File: config.mk
export PLATFORM = sky130hd
export DESIGN_NAME = controle_nivel
export DESIGN_NICKNAME = d
export VERILOG_FILES = /design/src/rtl/controle_nivel.sv
export SDC_FILE = /design/constraint.sdc
export NUM_CORES = 1
export LEC_CHECK = 0
export ABC_AREA = 1
export CORE_MARGIN = 5
export CORE_UTILIZATION = 50
export DETAILED_ROUTE_END_ITERATION = 6
export PLACE_DENSITY = 0.73
export SYNTH_ARGS = -nofsm -noshare
export SYNTH_HDL_FRONTEND = slang
export SYNTH_SLANG_ARGS = --single-unit
File: constraint.sdc
create_clock -name clock -period 1.1 [get_ports clock]
set_clock_uncertainty 0.1 [all_clocks]
set_input_delay 0.22 -clock clock [delete_from_list [all_inputs] [get_ports clock]]
set_output_delay 0.22 -clock clock [all_outputs]
set_load 0.02 [all_outputs]
File: src/rtl/controle_nivel.sv
// Tank level controller: synchronized, debounced level sensors drive an idle/fill/fault FSM
// that emits one-cycle open/close commands. Optional fill timeout enabled by ALARME_TIMEOUT_EN.
module controle_nivel #(
  parameter int DEBOUNCE_CICLOS = 4,
  parameter int TIMEOUT_CICLOS  = 1000
) (
  input  logic clock,
  input  logic reset_n,
  input  logic manual,
  input  logic sensor_baixo,
  input  logic sensor_alto,
  input  logic limpa_falha,
  output logic abre_auto,
  output logic fecha_auto,
  output logic enchendo,
  output logic falha
);

  typedef enum logic [1:0] {
    OCIOSO   = 2'd0,
    ENCHENDO = 2'd1,
    FALHA    = 2'd2
  } estado_t;

  localparam logic [7:0] DEB_LIM = 8'(DEBOUNCE_CICLOS - 1);

  // Bit 0 carries sensor_baixo, bit 1 carries sensor_alto through the filter chain.
  logic [1:0]      sync_p0;
  logic [1:0]      sync_p1;
  logic [1:0]      filt;
  logic [1:0][7:0] deb_cnt;

  estado_t estado;
  logic    baixo_f;
  logic    alto_f;
  logic    incons;
  logic    tmo_fim;

  assign baixo_f = filt[0];
  assign alto_f  = filt[1];
  assign incons  = baixo_f & alto_f;

  // Synchronizer and debounce stage
  always_ff @(posedge clock or negedge reset_n) begin
    if (!reset_n) begin
      sync_p0 <= '0;
      sync_p1 <= '0;
      filt    <= '0;
      deb_cnt <= '0;
    end else begin
      sync_p0 <= {sensor_alto, sensor_baixo};
      sync_p1 <= sync_p0;
      for (int i = 0; i < 2; i++) begin
        if (sync_p1[i] == filt[i]) begin
          deb_cnt[i] <= '0;
        end else if (deb_cnt[i] == DEB_LIM) begin
          // The edge that would take the count to DEBOUNCE_CICLOS accepts the new value.
          filt[i]    <= sync_p1[i];
          deb_cnt[i] <= '0;
        end else begin
          deb_cnt[i] <= deb_cnt[i] + 8'd1;
        end
      end
    end
  end

`ifdef ALARME_TIMEOUT_EN
  logic [15:0] tmo_cnt;

  // Held at zero outside ENCHENDO, so it is already clear on the entry edge.
  always_ff @(posedge clock or negedge reset_n) begin
    if (!reset_n) begin
      tmo_cnt <= '0;
    end else if (estado != ENCHENDO) begin
      tmo_cnt <= '0;
    end else begin
      tmo_cnt <= tmo_cnt + 16'd1;
    end
  end

  assign tmo_fim = (tmo_cnt == 16'(TIMEOUT_CICLOS - 1));
`else
  assign tmo_fim = 1'b0;
`endif

  // Control FSM stage
  always_ff @(posedge clock or negedge reset_n) begin
    if (!reset_n) begin
      estado     <= OCIOSO;
      abre_auto  <= 1'b0;
      fecha_auto <= 1'b0;
      enchendo   <= 1'b0;
      falha      <= 1'b0;
    end else begin
      abre_auto  <= 1'b0;
      fecha_auto <= 1'b0;
      case (estado)
        OCIOSO: begin
          if (incons) begin
            estado <= FALHA;
            falha  <= 1'b1;
          end else if (!manual && baixo_f) begin
            estado    <= ENCHENDO;
            enchendo  <= 1'b1;
            abre_auto <= 1'b1;
          end
        end
        ENCHENDO: begin
          if (manual || (!incons && alto_f)) begin
            estado     <= OCIOSO;
            enchendo   <= 1'b0;
            fecha_auto <= 1'b1;
          end else if (incons || tmo_fim) begin
            estado     <= FALHA;
            enchendo   <= 1'b0;
            falha      <= 1'b1;
            fecha_auto <= 1'b1;
          end
        end
        FALHA: begin
          if (limpa_falha && !incons) begin
            estado <= OCIOSO;
            falha  <= 1'b0;
          end
        end
        default: begin
          estado   <= OCIOSO;
          enchendo <= 1'b0;
          falha    <= 1'b0;
        end
      endcase
    end
  end

endmodule

==> summary.md <==
| Metric | Value |
|---|---|
| Maximum VDD drop | between 1000 and 1500 uV |
| Power Total | roughly 3.5 mW |
| Initial DRC count | 44 |
| Slew Viols, Final | 0 |
| Via density | roughly 5.2 |
| Min-Delay Path Class | in -> async |
| Wirelength per Cell | ~13 microns |
| Final Hold Violating Endpoints | 0 |
| Netlist cell types | 19 |
| Max_slew headroom | between 80% and 90% |
| Crit end category | flip-flop |
| LEAKAGE | 0.8019 nW |
| Finished Core Util | 71.00% |
| Vias in the first global route | around 1.1k |
| Root Buffer Master | clkbuf_4 |
| Post-CTS Hold Fix Bufs | 0 |
| Worst R2R Start | deb_cnt[0] |
| Die ar. | 0.003636 sq mm |
| Total number of vias | 1064 |
| Failing checks | setup timing |
| Int Pwr | 2.128 mW |
| Die Y | around 60 microns |
| Largest net degree at the start of global routing | 29 |
| Placed Cells | 194 |
| Finished Layout Cells | about 200 |
| Busiest grt layer | met2 |
| Sequential fraction of the synthesis area | 55.39% |
| Combinational share of power | approximately 41% |
| Total CTS buffers | 3 |
| Synth Register Bits | 28 |
| Ys Warns | 0 |
| Final WL | 2.737 mm |
| Worst EP arrival | 1.40 ns |
| TritonCTS clock tree | yes |
| R2R cell count | 4 |
| Share of layout cells above drive strength 1 | between 40% and 50% |
| I/O pin count | 10 |
| Core Region | between 0.002 and 0.0025 sq mm |
| Starting density of the core | approximately 52% |
| Worst-Skew Late Latency | roughly 0.33 ns |
| RSZ-0062 raised after global routing | true |
| Residual DRC | 0 |
| Global Route met1 Usage | roughly 14% |
| Switching power | ~1.3 mW |
| Sw frac | roughly 38% |
| Area growth syn-to-layout | 37.78% |
| Design Area, Final | between 0.0015 and 0.002 sq mm |
| Commonest non-fill, non-tap cell in the layout | nand2_1 |
| Worst-path fanout max | 4 |
| Grt ovf | 0 |
| Crit share post-route | 116.7% |
| Clk pwr share | 14.2% |
| Initial antenna violation count | 0 |
| Final setup fails | 24 |
| Drt pass-1 iters | 4 |
| Placed standard-cell area | roughly 0.0015 sq mm |
| Count of buffers from port buffering | 9 |
| Syn Nets | 155 |
| Setup Crit Path Kind | reg -> reg |
| First-pass GRT wire length | 4.071 mm |
| CTS clk-pin slew, worst paths | ~0.14 ns |
| NumNets Final | between 150 and 200 |
| Num rows | 18 |
| Reg-to-reg endpoint | filt[0] |
| Setup slack, reg-to-reg | -0.18 ns |
| RD Place Congestion | approximately 0.86 |
| Run status | finished, violations left |
| Post-layout min period | ~1.3 ns |
| Fin worst setup slack | -0.1835 ns |
| Routed Antenna Nets | 0 |
| Reg power frac | between 40% and 50% |
| Die W | about 60 microns |
| Met3 usage | around 5.6% |
| Dpl hpwl | roughly 1.6 mm |
| Most frequent cells in the layout | nand2_1, dfrtp_1, nor2_1 |
| Clock sinks | 28 |
| H-Tree Depth | 1 |
| Worst slew pin tran | around 0.23 ns |
| Met2 GRT Util | just under 30% |
| Global Route Usage Sum | ~15% |
| Post-Syn Area | 0.001265 sq mm |
| Maximum root-to-sink buffer count | 2 |
| Post-Syn Instances | 146 |
| PwrDens | just under 2000 mW/mm^2 |
| Mean Syn Cell Area | 8.664 sq um |
| Worst Path Required | roughly 1.2 ns |
| Antenna diode count | 0 |
| Highest clock rate | between 0.7 and 0.8 GHz |
| Max Cap Viol | 0 |
| Crit path launch type | flip-flop |
==> per-layer routing <==
layer / vias up / part of all wire (%) / routed length, microns
met5: - / 0 / 0
met4: 0 / 2.4 / 66
met3: 8 / 4.0 / 109
met2: 23 / 57 / 1560
met1: 520 / 36 / 999
li1: 513 / - / -
==> synthesized netlist by cell type, drive strengths merged <==
cell | number | share of area, %
nor3 | 4 | 2.0
a31oi | 1 | 0.49
dfrtp | 28 | 55
xor2 | 5 | 4.1
ha | 3 | 3.0
o21ai | 7 | 2.8
nand3 | 11 | 4.4
nor2 | 29 | 8.6
and2 | 1 | 0.49
a21oi | 1 | 0.40
nand4 | 2 | 0.99
a31o | 1 | 0.69
xnor2 | 2 | 1.4
nor3b | 1 | 0.59
nand2 | 31 | 9.2
inv | 19 | 5.6
==> registers in the layout (all words and copies together), names as in the netlist <==
name	flops
abre_auto	1
deb_cnt	16
enchendo	1
estado	2
falha	1
fecha_auto	1
filt	2
sync_p0	2
sync_p1	2
==> metrics by stage <==
stage | setup WS, ns | hold slack (ns) | setup TNS, ns
after global placement | -0.1571 | 0.2345 | -2.064
after global routing | -0.2720 | 0.1224 | -4.047
after detailed placement | -0.2342 | 0.2426 | -2.878
after floorplan | -0.01755 | -0.1756 | -0.06188
final | -0.1835 | 0.1259 | -2.103
after CTS | -0.1228 | 0.1263 | -1.626
==> power groups by stage <==
stage | clock [mW] | combinational [mW] | sequential, mW
floorplan | 0 | 0.541 | 1.49
global placement | 0 | 0.929 | 1.43
detailed placement | 0 | 0.962 | 1.44
CTS | 0.509 | 1.05 | 1.48
global route | 0.559 | 1.55 | 1.58
finish | 0.492 | 1.42 | 1.55
==> layout make-up <==
class | count | area, sq um
fill | 181 | 711.9
timing repair buffer | 23 | 227.7
clock buffer | 4 | 36.28
multi-input combinational | 99 | 660.6
tap | 30 | 37.54
sequential | 28 | 709.4
inverter | 19 | 71.32
==> how the worst max path moves through the flow <==
stage          startpoint          end  cells past startpoint
2_1_floorplan  deb_cnt[8]  deb_cnt[10]                      6
3_3_place_gp        falha        falha                      1
3_5_place_dp       manual     enchendo                      4
4_1_cts             falha        falha                      1
5_1_grt        deb_cnt[0]   deb_cnt[2]                      4
6_report       deb_cnt[0]      filt[0]                      4
==> cell families after synthesis <==
kind of cell    share of synthesized area, %
compound gates                         4.352
xor+xnor                               5.440
fa+ha+maj                              2.968
buf+inv                                5.637
flops                                  55.39
simple gates                           26.21
==> what timing repair did <==
item | 4_1_cts | 5_1_grt
setup buffers | 1 | 4
gates resized for setup | 46 | 38
setup endpoints to repair | 25 | 27
pin swaps | 10 | 10
==> critical path: stages (launching register included) <==
cell	delay [ns]
dfrtp_1	0.45
ha_2	0.23
nand4_1	0.20
nand2_1	0.13
o21ai_0	0.08
No activity file was read; power rests on OpenSTA's default activity.
